**src/rtl/stdp_weight_update.sv**
```systemverilog
// STDP weight update stage.
// Keeps pre/post spike traces and turns spikes into LTP/LTD requests. Each
// request runs one cycle through the external add8 adder, and the result is
// committed to the weight register with saturation.
// All [0:7] buses carry index 0 as the LSB, which is the carry-chain entry.
// Internally values use normal [7:0] weighting, and the buses are mapped bit by bit.
// Handshake: upd_valid is a one-cycle, push-only strobe with no ready. It is
// high during the cycle after a weight commit, and weight holds the new value then.
module stdp_weight_update #(
  parameter logic [7:0] W_INIT    = 8'd128,
  parameter logic [7:0] TRACE_MAX = 8'd32,
  parameter int         DECAY_DIV = 4,
  parameter int         LR_SHIFT  = 2
) (
  input  logic       clk,
  input  logic       rst,
  input  logic       pre_spike,
  input  logic       post_spike,
  output logic [0:7] add_a,
  output logic [0:7] add_b,
  output logic       add_cin,
  input  logic [0:7] add_sum,
  input  logic       add_cout,
  output logic [0:7] weight,
  output logic       busy,
  output logic       upd_valid,
  output logic [1:0] dbg_state
);

  typedef enum logic [1:0] {
    S_IDLE = 2'd0,
    S_LTP  = 2'd1,
    S_LTD  = 2'd2
  } state_t;

  state_t     state;
  state_t     state_nx;
  logic [7:0] w_q;
  logic [7:0] pre_trace;
  logic [7:0] post_trace;
  logic [7:0] prescaler;
  logic       tick;
  logic       pend_ltp;
  logic       pend_ltd;
  logic [7:0] dltp;
  logic [7:0] dltd;
  logic [7:0] op_a;
  logic [7:0] op_b;
  logic [7:0] sum_n;

  assign tick      = (prescaler == 8'(DECAY_DIV - 1));
  assign busy      = (state != S_IDLE) || pend_ltp || pend_ltd;
  assign dbg_state = state;

  // Next state: LTP has priority from IDLE, and each update hands over to the other pending one.
  always_comb begin
    state_nx = state;
    case (state)
      S_IDLE: begin
        if (pend_ltp)      state_nx = S_LTP;
        else if (pend_ltd) state_nx = S_LTD;
        else               state_nx = S_IDLE;
      end
      S_LTP:   state_nx = pend_ltd ? S_LTD : S_IDLE;
      S_LTD:   state_nx = pend_ltp ? S_LTP : S_IDLE;
      default: state_nx = S_IDLE;
    endcase
  end

  // Adder operands. LTD subtracts by adding ~delta with a carry-in of 1.
  always_comb begin
    op_a    = 8'd0;
    op_b    = 8'd0;
    add_cin = 1'b0;
    case (state)
      S_LTP: begin
        op_a = w_q;
        op_b = dltp;
      end
      S_LTD: begin
        op_a    = w_q;
        op_b    = ~dltd;
        add_cin = 1'b1;
      end
      default: begin
        op_a    = 8'd0;
        op_b    = 8'd0;
        add_cin = 1'b0;
      end
    endcase
  end

  // Bus mapping: bus index i carries numeric bit i (LSB at index 0).
  always_comb begin
    weight = '0;
    add_a  = '0;
    add_b  = '0;
    sum_n  = '0;
    for (int i = 0; i < 8; i++) begin
      weight[i] = w_q[i];
      add_a[i]  = op_a[i];
      add_b[i]  = op_b[i];
      sum_n[i]  = add_sum[i];
    end
  end

  // State register and saturating weight commit on the edge that leaves LTP/LTD.
  always_ff @(posedge clk or posedge rst) begin
    if (rst) begin
      state     <= S_IDLE;
      w_q       <= W_INIT;
      upd_valid <= 1'b0;
    end else begin
      state     <= state_nx;
      upd_valid <= 1'b0;
      if (state == S_LTP) begin
        w_q       <= add_cout ? 8'hFF : sum_n;
        upd_valid <= 1'b1;
      end else if (state == S_LTD) begin
        w_q       <= add_cout ? sum_n : 8'h00;
        upd_valid <= 1'b1;
      end
    end
  end

  // Traces: a spike reloads the trace, and a nonzero trace decays by one on each prescaler tick.
  always_ff @(posedge clk or posedge rst) begin
    if (rst) begin
      prescaler  <= 8'd0;
      pre_trace  <= 8'd0;
      post_trace <= 8'd0;
    end else begin
      prescaler <= tick ? 8'd0 : prescaler + 8'd1;
      if (pre_spike)                      pre_trace <= TRACE_MAX;
      else if (tick && pre_trace != 8'd0) pre_trace <= pre_trace - 8'd1;
      if (post_spike)                       post_trace <= TRACE_MAX;
      else if (tick && post_trace != 8'd0)  post_trace <= post_trace - 8'd1;
    end
  end

  // Capture requests: a spike on the commit edge sets the flag again and refreshes the delta.
  always_ff @(posedge clk or posedge rst) begin
    if (rst) begin
      pend_ltp <= 1'b0;
      pend_ltd <= 1'b0;
      dltp     <= 8'd0;
      dltd     <= 8'd0;
    end else begin
      if (post_spike) begin
        pend_ltp <= 1'b1;
        dltp     <= pre_trace >> LR_SHIFT;
      end else if (state == S_LTP) begin
        pend_ltp <= 1'b0;
      end
      if (pre_spike) begin
        pend_ltd <= 1'b1;
        dltd     <= post_trace >> LR_SHIFT;
      end else if (state == S_LTD) begin
        pend_ltd <= 1'b0;
      end
    end
  end

endmodule

```
**config.mk**
```make
export PLATFORM = sky130hd
export DESIGN_NAME = stdp_weight_update
export DESIGN_NICKNAME = d
export VERILOG_FILES = /design/src/rtl/stdp_weight_update.sv
export SDC_FILE = /design/constraint.sdc
export NUM_CORES = 1
export LEC_CHECK = 0
export BUFFER_PORTS_ARGS = -buffer_cell sky130_fd_sc_hd__buf_2
export CAP_MARGIN = 10
export CELL_PAD_IN_SITES_DETAIL_PLACEMENT = 2
export CELL_PAD_IN_SITES_GLOBAL_PLACEMENT = 2
export CORE_AREA = 2 2 94 96
export CTS_BUF_LIST = sky130_fd_sc_hd__clkbuf_8
export CTS_CLUSTER_DIAMETER = 100
export DETAILED_ROUTE_END_ITERATION = 12
export DIE_AREA = 0 0 96 98
export HOLD_SLACK_MARGIN = 0.1
export PLACE_DENSITY_LB_ADDON = 0.1
export SLEW_MARGIN = 10
export SYNTH_ARGS = -nofsm -noshare
export SYNTH_HDL_FRONTEND = slang
export SYNTH_SLANG_ARGS = --single-unit
```
**constraint.sdc**
```tcl
create_clock -name clk -period 1.8 [get_ports clk]
set_input_delay 0.36 -clock clk [delete_from_list [all_inputs] [get_ports clk]]
set_output_delay 0.36 -clock clk [all_outputs]
set_load 0.01 [all_outputs]
```
==> results.cfg <==
[drt]
dr_wl_met3_microns = 233
dr_total_vias = 2196
route.met2.wl_microns = 3940
drtPass1Iterations = 4
met1_length_microns = 3290
drc_errors = 0
totalWireLength_microns = 7560
top_layer = met4
antenna_left = 0
wire_per_inst_microns = 17.1
dr.first_iter.drc_count = 31
vias_per_cell = 4.96

[setup_path]
critPathTopFamily = simple AND/OR/NAND/NOR gates
worstPathRequired_ns = 2.04
endpoint_kind = flip-flop
crit_buf_inv = 0
crit_path_max_incr_delay_ns = 0.54
crit_slowest_cell = or4_4
rrSetupSlack_ns = -0.19
cp_common_cell = or4_4
start_kind = flip-flop
path_max_fanout = 2
cp.arrival_ns = 2.23
crit_type = reg2reg
cp_cell_sequence = or4_4, or4_4, or4_4, a21oi_2

[global_route]
grt_usage_pct = 16.4
overflow = 0
grt_pass1_vias = 2343
grt_start_max_net_pins = 29
antenna_found_initial = 0
grt_pass1_wl_microns = 12000

[cells_and_area]
final.fill_count = 889
fin_cells = 443
antenna-diode-count = 0
area_delta_synth_final_pct = 49.4
layout.nets = 357
layout-drive-gt1-share_pct = 48.1
final_util_pct = 43.6

[sta]
finalSetupViolCount = 29
hold_viol = 0
tightest_slew_ns = 0.430
fmaxAchievable_ghz = 0.503
slew_headroom_pct = 71.4
fin_crit_ns = 1.99
period_share_pct = 111
rsz0062_at_grt = true
fin_skew_ns = 0.0100
worst_slack_ns = -0.190
slew_viol_final = 0
final.setup.tns_ns = -2.34

[clock_network]
root_buffer = clkbuf_8
clock_path_buffers = 2
insertion_delay_ns = 0.31
cts_tree = built
cts.clk_slew.worst_paths_ns = 0.09
cts_inserted_buffers = 5
htree_levels = 2
cts.sinks = 49

[place]
io_buffers = 41
place_congestion = 0.750
dpl.hpwl_microns = 4870
dp_cells = 413
dp_slack_ns = -0.302

[synth]
syn-instance-count = 247
yosysSeqAreaShare_pct = 49.6
synth.area.top_cells = dfrtp_1 (49%), ha_1 (5.1%), mux2_2 (4.1%)
syn_area_sq_um = 2470
ys_ff_latch = 49
yosys-top-cells-count = dfrtp_1 (48), inv_1 (23), o21ai_0 (20)
yosysMostFrequentCell = dfrtp_1
ys_warn_count = 0
synthDistinctLibCells = 36
syn_avg_cell_area_sq_um = 10.0
synthesis.nets = 270
synth.largest_area_cell = dfrtp_1
synthArstFlopShare_pct = 100
ys.flop_type = dfrtp_1
synth_edf_count = 0
synth_top_cell_area_share_pct = 48.6

[die]
fp.dieArea_sq_um = 9410
fp.dieH_microns = 98
rows = 34
die_w_microns = 96
io_pins = 42
initial_core_util_pct = 29.2
core-area_sq_um = 8470

[power_and_ir_drop]
p_leak_nw = 1.69
powerDensity_nw_per_um2 = 1260
vdd_drop_max_uv = 411

[job]
drv_cap = 0

[outcome]
status = finished with violations
failed_checks = negative setup slack

[worst_hold_path]
hp-class = in2reg
sequential cells by signal, indices dropped and copies added (netlist names):
name        cells
post_trace      8
pre_trace       8
prescaler       8
w_q             8
dltd            6
dltp            6
dbg_state       2
pend_ltd        1
pend_ltp        1
upd_valid       1
cell type report:
class	instances	area (sq um)	area share [%]
repair buffers	96	836	22.6
well taps	108	135	3.66
multi-input cells	159	1310	35.4
inverters	23	86.3	2.34
flip-flops and latches	49	1230	33.2
clock inverters	1	5.00	0.135
clock buffers	7	96.3	2.61
routing by layer:
metal | global-route usage [%] | up-vias
met2 | 30.0 | 39
met5 | 0 | -
met4 | 3.96 | 0
met3 | 2.93 | 9
met1 | 19.5 | 1116
li1 | - | 1032
worst min-delay path: stages:
cell and delay (ns):
buf_2 0.08, o211ai_1 0.08, o21ai_0 0.07
metrics by stage:
step	hold WS (ns)	power, mW	cell area (sq um)
after floorplan	0.444	2.25	2470
after global placement	0.330	2.81	3020
after detailed placement	0.330	2.86	3020
after CTS	0.322	4.46	3450
after global routing	0.336	5.00	3690
final	0.326	4.64	3690
cells by family (layout without fill, tap and decap cells):
family,after synthesis,count (layout),synth area share (%)
buffers and inverters,39,127,6.17
adders and majority gates,11,11,5.47
and+or+nand+nor,77,77,18.7
xor gates and xnor gates,6,6,2.13
DFF,49,49,49.6
muxes,11,11,4.91
AOI/OAI and AO/OA,54,54,13.0
cell usage in the layout (no fill, tap or decap), types with 3 or more instances in the layout:
cell,Yosys,layout
a21oi_1,14,9
a21oi_2,0,5
a22oi_2,0,4
and2_4,0,9
buf_12,0,4
buf_2,2,30
buf_4,1,38
buf_6,0,20
clkbuf_8,0,7
dfrtp_1,48,48
ha_1,10,6
ha_4,0,3
inv_1,23,20
inv_2,0,3
mux2_2,9,9
nand2_1,10,9
nand3_1,6,6
nor2_1,9,9
nor2b_1,8,6
o211ai_1,7,7
o21ai_0,20,18
o31ai_1,6,4
or3_1,6,5
or4_1,12,5
or4_4,1,8
xnor2_1,5,5
power breakdown:
group	switching (mW)	internal, mW
logic	1.06	1.45
registers	0.115	1.28
clock network	0.388	0.348
total	1.56	3.08
path summary, 6_finish.rpt:
check / start / to / depth (start not counted)
min in group asynchronous: rst / pend_ltp / 3
min: add_sum[5] / w_q[5] / 3
max reg2reg: pre_trace[5] / pre_trace[7] / 4
max in group asynchronous: rst / post_trace[6] / 4
max: pre_trace[5] / pre_trace[7] / 4
min reg2reg: pend_ltd / pend_ltd / 1
what timing repair did:
action,CTS,global route
hold endpoints to repair,9,0
hold buffers,1,0
resized for setup,40,38
pin swaps,6,11
cloned,2,1
setup buffers,10,8
setup endpoints to repair,30,31
Note: power is estimated with default switching activity, not from simulation.
